### src/rtl/change_dispenser_if.sv
// Refund/hopper bundle for the change dispenser. The master side is the
// dispenser: it receives the refund request and hopper status and drives the eject request.
interface change_dispenser_if #(
  parameter int COIN_W = 7
);
  logic [COIN_W-1:0] refund;
  logic              refund_valid;
  logic [3:0]        hopper_empty;
  logic              eject_ack;
  logic              eject;
  logic [3:0]        eject_sel;
  logic [COIN_W-1:0] eject_value;
  logic [COIN_W-1:0] remaining;
  logic              busy;
  logic              done;
  logic              fault;

  modport master (
    input  refund, refund_valid, hopper_empty, eject_ack,
    output eject, eject_sel, eject_value, remaining, busy, done, fault
  );

  modport slave (
    output refund, refund_valid, hopper_empty, eject_ack,
    input  eject, eject_sel, eject_value, remaining, busy, done, fault
  );
endinterface

### src/rtl/change_dispenser.sv
// Coin-change payout engine: pays a refund largest-coin-first (50/10/5/1)
// through a handshaked hopper, skipping empty tubes and flagging unpayable amounts.
module change_dispenser #(
  parameter int COIN_W      = 7,
  parameter int ACK_TIMEOUT = 15
) (
  input  logic               clk,
  input  logic               reset,
  change_dispenser_if.master bus
);

  typedef enum logic [1:0] {IDLE, SELECT, EJECT, DONE} state_e;

  localparam int TMR_W = $clog2(ACK_TIMEOUT + 1);
  localparam logic [TMR_W-1:0] TMR_MAX = TMR_W'(ACK_TIMEOUT - 1);
  // Index matches hopper_empty / eject_sel bit order.
  localparam logic [COIN_W-1:0] DEN [4] = '{COIN_W'(1), COIN_W'(5), COIN_W'(10), COIN_W'(50)};

  state_e            state_q, state_d;
  logic              req_vld_q, req_vld_d;
  logic [COIN_W-1:0] req_amt_q, req_amt_d;
  logic [COIN_W-1:0] rem_q, rem_d;
  logic              eject_q, eject_d;
  logic [3:0]        sel_q, sel_d;
  logic [COIN_W-1:0] val_q, val_d;
  logic              fault_q, fault_d;
  logic              done_q, done_d;
  logic              busy_q, busy_d;
  logic [TMR_W-1:0]  tmr_q, tmr_d;

  logic              pick_found;
  logic [3:0]        pick_sel;
  logic [COIN_W-1:0] pick_val;

  // Largest coin that still fits the amount owed and whose tube has coins.
  always_comb begin
    pick_found = 1'b0;
    pick_sel   = '0;
    pick_val   = '0;
    for (int i = 3; i >= 0; i--) begin
      if (!pick_found && !bus.hopper_empty[i] && (rem_q >= DEN[i])) begin
        pick_found  = 1'b1;
        pick_sel[i] = 1'b1;
        pick_val    = DEN[i];
      end
    end
  end

  always_comb begin
    state_d   = state_q;
    rem_d     = rem_q;
    eject_d   = eject_q;
    sel_d     = sel_q;
    val_d     = val_q;
    fault_d   = fault_q;
    tmr_d     = tmr_q;
    // Requests are staged one cycle; only taken while idle with nothing pending.
    req_vld_d = bus.refund_valid && (state_q == IDLE) && !req_vld_q;
    req_amt_d = req_vld_d ? bus.refund : req_amt_q;

    unique case (state_q)
      IDLE: begin
        if (req_vld_q) begin
          fault_d = 1'b0;
          rem_d   = req_amt_q;
          state_d = (req_amt_q != '0) ? SELECT : DONE;
        end
      end
      SELECT: begin
        if (pick_found) begin
          eject_d = 1'b1;
          sel_d   = pick_sel;
          val_d   = pick_val;
          tmr_d   = '0;
          state_d = EJECT;
        end else begin
          fault_d = 1'b1;
          state_d = DONE;
        end
      end
      EJECT: begin
        if (bus.eject_ack) begin
          rem_d   = rem_q - val_q;
          eject_d = 1'b0;
          sel_d   = '0;
          val_d   = '0;
          state_d = (rem_d == '0) ? DONE : SELECT;
        end else if (tmr_q == TMR_MAX) begin
          fault_d = 1'b1;
          eject_d = 1'b0;
          sel_d   = '0;
          val_d   = '0;
          state_d = DONE;
        end else begin
          tmr_d = tmr_q + 1'b1;
        end
      end
      DONE: state_d = IDLE;
      default: state_d = IDLE;
    endcase

    done_d = (state_d == DONE);
    busy_d = (state_d != IDLE);
  end

  always_ff @(posedge clk) begin
    if (reset) begin
      state_q   <= IDLE;
      req_vld_q <= 1'b0;
      req_amt_q <= '0;
      rem_q     <= '0;
      eject_q   <= 1'b0;
      sel_q     <= '0;
      val_q     <= '0;
      fault_q   <= 1'b0;
      done_q    <= 1'b0;
      busy_q    <= 1'b0;
      tmr_q     <= '0;
    end else begin
      state_q   <= state_d;
      req_vld_q <= req_vld_d;
      req_amt_q <= req_amt_d;
      rem_q     <= rem_d;
      eject_q   <= eject_d;
      sel_q     <= sel_d;
      val_q     <= val_d;
      fault_q   <= fault_d;
      done_q    <= done_d;
      busy_q    <= busy_d;
      tmr_q     <= tmr_d;
    end
  end

  assign bus.eject       = eject_q;
  assign bus.eject_sel   = sel_q;
  assign bus.eject_value = val_q;
  assign bus.remaining   = rem_q;
  assign bus.busy        = busy_q;
  assign bus.done        = done_q;
  assign bus.fault       = fault_q;

endmodule

### src/flat_wrapper.sv
// flat-port wrapper written by rule: the top's interface ports become plain ports
module change_dispenser_flat 
#(
  parameter int COIN_W      = 7,
  parameter int ACK_TIMEOUT = 15
)
  (clk, reset, bus_refund, bus_refund_valid, bus_hopper_empty, bus_eject_ack, bus_eject, bus_eject_sel, bus_eject_value, bus_remaining, bus_busy, bus_done, bus_fault);
  change_dispenser_if #(.COIN_W(COIN_W)) bus_i ();
  input  logic clk;
  input  logic reset;
  input wire logic [$bits(bus_i.refund)-1:0] bus_refund;
  input wire logic [$bits(bus_i.refund_valid)-1:0] bus_refund_valid;
  input wire logic [$bits(bus_i.hopper_empty)-1:0] bus_hopper_empty;
  input wire logic [$bits(bus_i.eject_ack)-1:0] bus_eject_ack;
  output wire logic [$bits(bus_i.eject)-1:0] bus_eject;
  output wire logic [$bits(bus_i.eject_sel)-1:0] bus_eject_sel;
  output wire logic [$bits(bus_i.eject_value)-1:0] bus_eject_value;
  output wire logic [$bits(bus_i.remaining)-1:0] bus_remaining;
  output wire logic [$bits(bus_i.busy)-1:0] bus_busy;
  output wire logic [$bits(bus_i.done)-1:0] bus_done;
  output wire logic [$bits(bus_i.fault)-1:0] bus_fault;
  assign bus_i.refund = bus_refund;
  assign bus_i.refund_valid = bus_refund_valid;
  assign bus_i.hopper_empty = bus_hopper_empty;
  assign bus_i.eject_ack = bus_eject_ack;
  assign bus_eject = bus_i.eject;
  assign bus_eject_sel = bus_i.eject_sel;
  assign bus_eject_value = bus_i.eject_value;
  assign bus_remaining = bus_i.remaining;
  assign bus_busy = bus_i.busy;
  assign bus_done = bus_i.done;
  assign bus_fault = bus_i.fault;
  change_dispenser #(.COIN_W(COIN_W), .ACK_TIMEOUT(ACK_TIMEOUT)) u_core (.clk(clk), .reset(reset), .bus(bus_i));
endmodule
### config.mk
export PLATFORM = sky130hd
export DESIGN_NAME = change_dispenser_flat
export DESIGN_NICKNAME = d
export VERILOG_FILES = /design/src/rtl/change_dispenser_if.sv /design/src/rtl/change_dispenser.sv /design/src/flat_wrapper.sv
export SDC_FILE = /design/constraint.sdc
export NUM_CORES = 1
export LEC_CHECK = 0
export ABC_AREA = 1
export CORE_ASPECT_RATIO = 1.1
export CORE_MARGIN = 1
export CORE_UTILIZATION = 48
export DETAILED_ROUTE_END_ITERATION = 12
export PLACE_DENSITY = 0.78
export SLEW_MARGIN = 20
export SYNTH_ARGS = -nofsm -noshare
export SYNTH_HDL_FRONTEND = slang
export SYNTH_SLANG_ARGS = --single-unit
export TNS_END_PERCENT = 30
### constraint.sdc
create_clock -name clk -period 3.55 [get_ports clk]
set_input_delay 0.355 -clock clk [delete_from_list [all_inputs] [get_ports clk]]
set_output_delay 0.355 -clock clk [all_outputs]
set_load 0.005 [all_outputs]
Word level (Yosys, flattened, before mapping)
Index checks and enable logic that the tools add are counted.
- register bits: 36
- output and inout port bits: 22
- word-level logic and storage cells: 100
- add/subtract/negate cells: 2
- order comparisons: 4
- eq/ne operators: 13
- multiplexer cells: 42
- reduce and logical (&&, ||, !) cells: 28
- operators by type and width (operator ; count):
    $mux 7 ; 5
    $pmux 7 s2 ; 2
    $mux 4 ; 6
    $mux 6 ; 4
    $pmux 4 s2 ; 2
    $mux 1 ; 15
    $mux 2 ; 5
    $logic_and 1x1->1 ; 9
    $logic_not 1->1 ; 8
    $ne 2x2->1 const B ; 4
    $pmux 2 s4 ; 1
    $ge 7x1->1 const B ; 1
    $ge 7x3->1 const B ; 1
    $ge 7x4->1 const B ; 1
    $ge 7x6->1 const B ; 1
    $logic_not 7->1 ; 1
    $reduce_bool 7->1 ; 1
    $sub 7x7->7 ; 1
    $eq 2x2->1 const B ; 3
    $ne 2x1->1 const B ; 3
    $reduce_and 3->1 ; 2
    $reduce_bool 2->1 ; 3
    $reduce_and 5->1 ; 1
    $add 4x1->4 const B ; 1
    8 further kinds ; 8

Longest topological paths before layout
- word-level depth: 18
- mapped depth: 13
- gate-level depth less buffers: 13

Worst setup path before layout
No wires, ideal clock.
- kind: flip-flop to flip-flop
- from: register u_core.rem_q[0], in the netlist u_core.bus.remaining[0]
- to: register u_core.done_q, in the netlist u_core.bus.done
- setup time: 0.064 ns
- arrival: 1.727 ns
- required time: 3.486 ns
- slack: 1.759 ns
- cell stages (with the launch flop): 14
- path through: dfxtp_1 inv_1 ha_1 fa_1 inv_1 nand3_1 nand2_1 xnor2_1 nand3_1 nor2_1 nand2_1 nand2_1 nand2_1 nor2_1
- longest elaborated chain between the ends: 18
- ends and longest elaborated chain (what ; line ; source):
    start, declared ; change_dispenser.sv:22 ; logic [COIN_W-1:0] rem_q, rem_d;
    start signal, assigned ; change_dispenser.sv:123 ; rem_q <= rem_d;
    $ge 7x6->1 ; change_dispenser.sv:41 ; if (!pick_found && !bus.hopper_empty[i] && (rem_q >= DEN[i])) begin
    $logic_and 1x1->1 ; change_dispenser.sv:41 ;
    $mux 1 ; change_dispenser.sv:41 ;
    $logic_not 1->1 ; change_dispenser.sv:41 ;
    $logic_and 1x1->1 (2 in series) ; change_dispenser.sv:41 ;
    $mux 1 ; change_dispenser.sv:41 ;
    $logic_not 1->1 ; change_dispenser.sv:41 ;
    $logic_and 1x1->1 (2 in series) ; change_dispenser.sv:41 ;
    $mux 1 ; change_dispenser.sv:41 ;
    $logic_not 1->1 ; change_dispenser.sv:41 ;
    $logic_and 1x1->1 (2 in series) ; change_dispenser.sv:41 ;
    $mux 1 ; change_dispenser.sv:41 ;
    $mux 1 ; change_dispenser.sv:70 ; if (pick_found) begin
    $pmux 2 s4 (*) ; change_dispenser.sv:61 ; unique case (state_q)
    $eq 2x2->1 (*) ; change_dispenser.sv:102 ; done_d = (state_d == DONE);
    end signal, assigned ; change_dispenser.sv:128 ; done_q <= done_d;
    end, declared ; change_dispenser.sv:27 ; logic done_q, done_d;
Every way passes the cells marked *; elsewhere a longest branch is shown, timed or not.
A chain may end at the register's enable or synchronous reset.

Worst setup path after layout
- from: register u_core.state_q[0]
- to: register u_core.rem_q[5], in the netlist u_core.bus.remaining[5]
- longest elaborated chain between the ends: 3
- ends and longest elaborated chain (what ; line ; source):
    start, declared ; change_dispenser.sv:19 ; state_e state_q, state_d;
    start signal, assigned ; change_dispenser.sv:120 ; state_q <= state_d;
    $eq 2x2->1 / $logic_not 2->1 (equally long branches) ; change_dispenser.sv:61 ;
    $ne 2x2->1 (no source line) (tied with other cells) ; n/a ;
    $reduce_and 3->1 (no source line) ; n/a ;
Parallel ways exist; a longest one is shown, timed or not.

==> results_dict.tcl <==
set metrics [dict create \
    numCtsBuffers 5 \
    slew_headroom 0.473 \
    worstMarginPinSlew_ps 788 \
    ant_nets 0 \
    antenna_found_initial 0 \
    gp_congestion 0.859 \
    syn-num-nets 324 \
    cts_max_path_buffers 2 \
    dp_hpwl_um 3420 \
    yosys_warnings 0 \
    grt_max_degree 22 \
    yosysSeqAreaShare 0.336 \
    boundaryPins 37 \
    required_ps 3700 \
    area_delta_synth_final_pct 22.4 \
    yosysUniqueCellTypes 33 \
    cts-root-buf "clkbuf_8" \
    synthTopCellsByArea "dfxtp_1 (34%), nand2_1 (11%), ha_1 (8.0%)" \
    totalWireLength_um 4550 \
    vias_per_cell 5.04 \
    hold_path_class "flip-flop to flip-flop" \
    num_rows 24 \
    drt_iter0_markers 104 \
    leakage_nw 1.11 \
    n_antenna_cell 0 \
    drv_cap 0 \
    num_vias 1922 \
    die_area_um2 4480 \
    vdd_drop_max_mv 0.478 \
    syn_inst 295 \
    drive_gt1_frac 0.0547 \
    track_usage 0.223 \
    grt_pass1_wl_um 7770 \
    wl_per_cell_um 11.9 \
    critical_path_arrival_ps 2440 \
    ys_seq_elements 34 \
    fin_crit_sh 0.647 \
    yosysTopAreaCellShare 0.336 \
    status "finished clean" \
    worst_path_largest_cell_delay_ps 710 \
    rsz0062_at_grt "false" \
    critPathBufInv 2 \
    nets 357 \
    utilization 0.621 \
    overflow 0 \
    initial_core_util 0.507 \
    drv_slew 0 \
    drtPass1Iterations 4 \
    setup_violations 0 \
    finalClockSkew_ps 8.90 \
    slowest_stage "o211ai_1" \
    powerDensity_nw_per_um2 851 \
    critPathKind "flip-flop to flip-flop" \
    finalSetupTns_ps 0 \
    synth.avg_cell_area_um2 6.86 \
    cts_tree "done" \
    cts_setup_buffers 0 \
    power.total_mw 2.11 \
    cp-end-kind "flip-flop" \
    fmax_mhz 436 \
    cp_common_cell "inv_1" \
    critPathTopFamily "compound AO/OA/AOI/OAI gates" \
    synth_top_area_cell "dfxtp_1" \
    post-route-min-period_ps 2300 \
    crit_chain "inv_1 -> ha_1 -> o211ai_1 -> inv_1 -> o21ai_0 -> o21a_1 -> nor2_1" \
    hold_viol_final 0 \
    synth_area_um2 2020 \
    final_cell_mix "nand2_1 (60), inv_1 (42), clkdlybuf4s50_1 (35)" \
    start_kind "flip-flop" \
    core_um2 3990 \
    portBuffers 35 \
    h-tree-depth 2 \
    clock_latency_ps 290 \
    clkSlewWorstSetupHoldPaths_ps 70 \
    cp_max_fo 19 \
    die_x_um 63.9 \
    cts_resized 0 \
    die_h_um 70.1 \
    drc_errors 0 \
    clkSinkCount 34 \
    final_common_cell "nand2_1" \
    holdBufCountCts 0 \
    first_global_vias 1758 \
]
==> worst paths after layout <==
check                                        from                              endpoint  slack, ps  cells past startpoint
max                  u_core.state_q[0]$_SDFF_PP0_  u_core.bus.remaining[5]$_SDFFE_PP0P_       1250                      7
min          u_core.bus.eject_sel[2]$_SDFFE_PP0P_  u_core.bus.eject_sel[2]$_SDFFE_PP0P_        460                      2
max reg2reg          u_core.state_q[0]$_SDFF_PP0_  u_core.bus.remaining[5]$_SDFFE_PP0P_       1250                      7
min reg2reg  u_core.bus.eject_sel[2]$_SDFFE_PP0P_  u_core.bus.eject_sel[2]$_SDFFE_PP0P_        460                      2
==> registers in the layout (all words and copies together) (netlist names) <==
| register | cells |
|---|---|
| u_core.req_vld_q | 1 |
| u_core.bus.done | 1 |
| u_core.bus.remaining | 7 |
| u_core.tmr_q | 4 |
| u_core.bus.eject | 1 |
| u_core.bus.fault | 1 |
| u_core.state_q | 2 |
| u_core.bus.busy | 1 |
| u_core.bus.eject_sel | 4 |
| u_core.req_amt_q | 7 |
| u_core.bus.eject_value | 5 |
==> routing by layer <==
layer / share of wire / track usage
met1: 0.47 / 0.276
met2: 0.48 / 0.374
met3: 0.038 / 0.0441
met4: 0.014 / 0.0909
met5: 0 / 0
==> cell type report <==
type	instances	area [µm²]
Fill cell	370	1520
Tap cell	52	65.1
Sequential cell	34	681
Multi-Input combinational cell	209	1130
Clock inverter	1	5.00
Timing Repair Buffer	35	350
Inverter	43	161
Clock buffer	7	86.3
==> synth_stat cells, drive strengths merged <==
| cell | instances |
|---|---|
| a211oi | 5 |
| a21oi | 27 |
| a31oi | 2 |
| buf | 3 |
| clkbuf | 6 |
| conb | 1 |
| dfxtp | 34 |
| fa | 1 |
| ha | 13 |
| inv | 43 |
| nand2 | 66 |
| nand3 | 22 |
| nand4 | 8 |
| nor2 | 33 |
| nor3 | 4 |
| nor3b | 1 |
| nor4 | 1 |
| o211ai | 1 |
| o21a | 1 |
| o21ai | 17 |
| or2 | 2 |
| xnor2 | 3 |
| xor2 | 1 |
==> kinds of logic (layout without fill, tap and decap cells) <==
group | after synthesis | in the layout | synth area share
flip-flops | 34 | 34 | 0.336
AO/OA/AOI/OAI | 53 | 53 | 0.143
other | 1 | 1 | 0.00185
adder cells (fa/ha/maj) | 14 | 14 | 0.0902
XOR/XNOR | 4 | 4 | 0.0173
buffers and inverters | 52 | 86 | 0.106
AND/OR/NAND/NOR | 137 | 137 | 0.306
==> report_power, final <==
group / switching, mW / total (mW) / leakage, nW / internal (mW)
clock: 0.136 / 0.292 / 0.0482 / 0.156
combinational: 0.736 / 1.23 / 0.782 / 0.497
sequential: 0.0969 / 0.585 / 0.278 / 0.488
total: 0.968 / 2.11 / 1.11 / 1.14
==> worst register-to-register path, delay by kind of cell, from the launching register on <==
kind | cells | cell delay [ps]
flip-flops | 1 | 390
AND/OR/NAND/NOR | 1 | 30
buffers and inverters | 2 | 310
adder cells (fa/ha/maj) | 1 | 440
AO/OA/AOI/OAI | 3 | 1000
==> stage by stage <==
step,hold slack [ps],setup slack [ps],cells,area (µm²)
2_1_floorplan,443,1760,295,2020
3_3_place_gp,452,1390,373,2390
3_5_place_dp,457,1280,373,2390
4_1_cts,465,1240,381,2480
5_1_grt,479,1000,381,2480
6_report,461,1250,381,2480
(Power assumes the default switching activity.)
==> edit, RTL diff (config.mk and constraints unchanged) <==
`val_q` no longer has a reset.
--- a/src/rtl/change_dispenser.sv
+++ b/src/rtl/change_dispenser.sv
@@ -111,7 +111,6 @@
       rem_q     <= '0;
       eject_q   <= 1'b0;
       sel_q     <= '0;
-      val_q     <= '0;
       fault_q   <= 1'b0;
       done_q    <= 1'b0;
       busy_q    <= 1'b0;
@@ -123,12 +122,15 @@
       rem_q     <= rem_d;
       eject_q   <= eject_d;
       sel_q     <= sel_d;
-      val_q     <= val_d;
       fault_q   <= fault_d;
       done_q    <= done_d;
       busy_q    <= busy_d;
       tmr_q     <= tmr_d;
     end
+  end
+
+  always_ff @(posedge clk) begin
+    val_q <= val_d;
   end
 
   assign bus.eject       = eject_q;
Function: differs if reset is asserted again (counterexample within 4 cycles, from zero or initial values and one cycle with reset high); with reset held inactive, the same outputs for 10 cycles.
==> edit against the original RTL <==
Design area rose by 2.3%. Utilization rose by 0.50 points. Total power rose by 3.7%. Sequential cell count did not move. Setup slack improved by 0.13 ns. Synthesized area rose by 3.0%. Worst hold slack improved by 0.0027 ns. Wire length fell by 2.4%. Critical path type unchanged. Fmax rose by 6.1%. Critical endpoint is now u_core.bus.remaining[3]. Synthesized cell count fell by 2.7%.
==> edit: results (changes against the original RTL) <==
metric,value,unit,change
grt_pass1_wl,7493,microns,was 7769 microns
ys_types,34,,was 33
p_sw_share,45.38,%,was 45.90%
clock_skew,0.006622,ns,was 0.008903 ns
cpMaxStageDelayCell,ha_1,,was o211ai_1
nNetsFinal,350,,was 357
post-cts-setup-buffers,0,,unchanged
layout-drive-gt1-share,11.18,%,was 5.471%
synthFlopType,dfxtp_1,,unchanged
fillers,386,,was 370
outcome,"finished, final reports clean",,unchanged
antenna-diode-count,0,,unchanged
synth_xor_area_share,2.101,%,was 1.731%
drtPass1Iterations,4,,unchanged
hp-class,reg -> reg,,unchanged
yosys-mux-area-fraction,0,%,unchanged
insertion_delay,0.28,ns,
ctsResizeCount,0,,unchanged
port-buffer-count,35,,unchanged
yosys_warnings,0,,unchanged
grt_max_degree,19,,was 22
antenna_found_initial,0,,unchanged
clockBufferDepth,2,,unchanged
htreeDepth,2,,unchanged
async_flop_share,0,%,unchanged
cpLargestDelayFamily,compound AO/OA/AOI/OAI gates,,unchanged
synth_nets,316,,was 324
worstMarginPinSlew,0.7025,ns,was 0.7878 ns
cts_buffers,5,,unchanged
max_stage_delay,0.57,ns,was 0.71 ns
place_hpwl,3397,microns,was 3418 microns
crit_path_max_fanout,18,,was 19
grtUsageTotal,20.98,%,was 22.29%
pre_cts_slack,1.381,ns,was 1.282 ns
grt_pass1_vias,1716,,was 1758
avgViaCountPerCell,5.048,,was 5.045
ctsRootBufferMaster,clkbuf_8,,unchanged
seq_area_frac_synth,35.05,%,was 33.62%
drt_iter0_markers,121,,was 104
drt-total-wl,4443,microns,was 4551 microns
power.leakage,0.001176,uW,was 0.001108 uW
synthCells,287,,was 295
place.gp.congestion,0.8419,,was 0.8589
cts.clk_slew.worst_paths,0.07,ns,about the same
synthTopCellsByCount,"53 x nand2_1, 37 x inv_1, 32 x nor2_1, 29 x dfxtp_1, 18 x nand3_1",,"was 60 x nand2_1, 42 x inv_1, 34 x dfxtp_1, 32 x nor2_1, 27 x a21oi_1"
ir_drop,0.5332,mV,was 0.4776 mV
vias,1888,,was 1922
synth_edf_count,5,,was 0
synth-compound-area-share,12.91,%,was 14.28%
cp.arrival,2.33,ns,was 2.44 ns
synth-adder-area-share,8.764,%,was 9.023%
synthTopCellsByArea,"dfxtp_1 28%, nand2_1 9.5%, ha_1 7.8%",,"was dfxtp_1 34%, nand2_1 11%, ha_1 8.0%"
[edit: cells by family after synthesis]
family | Yosys count
xor gates and xnor gates | 5
other | 1
and+or+nand+nor | 136
AOI/OAI and AO/OA | 44
DFF | 34
buffers and inverters | 53
adders and majority gates | 14
[edit: through the flow]
stage          hold slack [ns]  total power, uW  area (sq um)
2_1_floorplan           0.4554             1554          2085
3_3_place_gp            0.4535             1903          2456
3_5_place_dp            0.4576             1924          2456
4_1_cts                 0.4685             2199          2536
5_1_grt                 0.4871             2396          2536
6_report                0.4642             2187          2536
[edit: power by group through the flow]
stage | registers [uW] | clock network (uW) | logic (uW)
floorplan | 637 | 0 | 917
global placement | 651 | 0 | 1250
detailed placement | 654 | 0 | 1270
CTS | 647 | 270 | 1280
global route | 662 | 282 | 1450
finish | 647 | 261 | 1280
[edit: path summary, 6_finish.rpt]
check	slack (ns)	endpoint	from	cells past startpoint
max	1.39	u_core.bus.remaining[3]	u_core.state_q[0]	7
min	0.46	u_core.bus.fault	u_core.bus.fault	2
max reg2reg	1.39	u_core.bus.remaining[3]	u_core.state_q[0]	7
min reg2reg	0.46	u_core.bus.fault	u_core.bus.fault	2
[edit: per-layer routing]
layer  vias to the layer above  GRT usage, %  share of wire (%)
met5                         -             0                  0
met1                       842         26.79                 46
met4                         0         7.407                1.4
met3                         7         4.032                4.6
li1                        994             -                  -
met2                        45         34.95                 48
[edit: cell type report]
cell class,instances,area (sq um),share of cell area [%]
Multi-Input combinational cell,200,1137,44.84
Sequential cell,34,730.7,28.81
Timing Repair Buffer,36,357.8,14.11
Inverter,44,165.2,6.512
Clock buffer,5,68.82,2.713
Tap cell,52,65.06,2.565
Clock inverter,3,11.26,0.4440
[edit: worst min-delay path, cell delays in order, from the launching register on]
cell and delay, ns:
dfxtp_1 0.31, nand2_1 0.06, a21oi_1 0.05
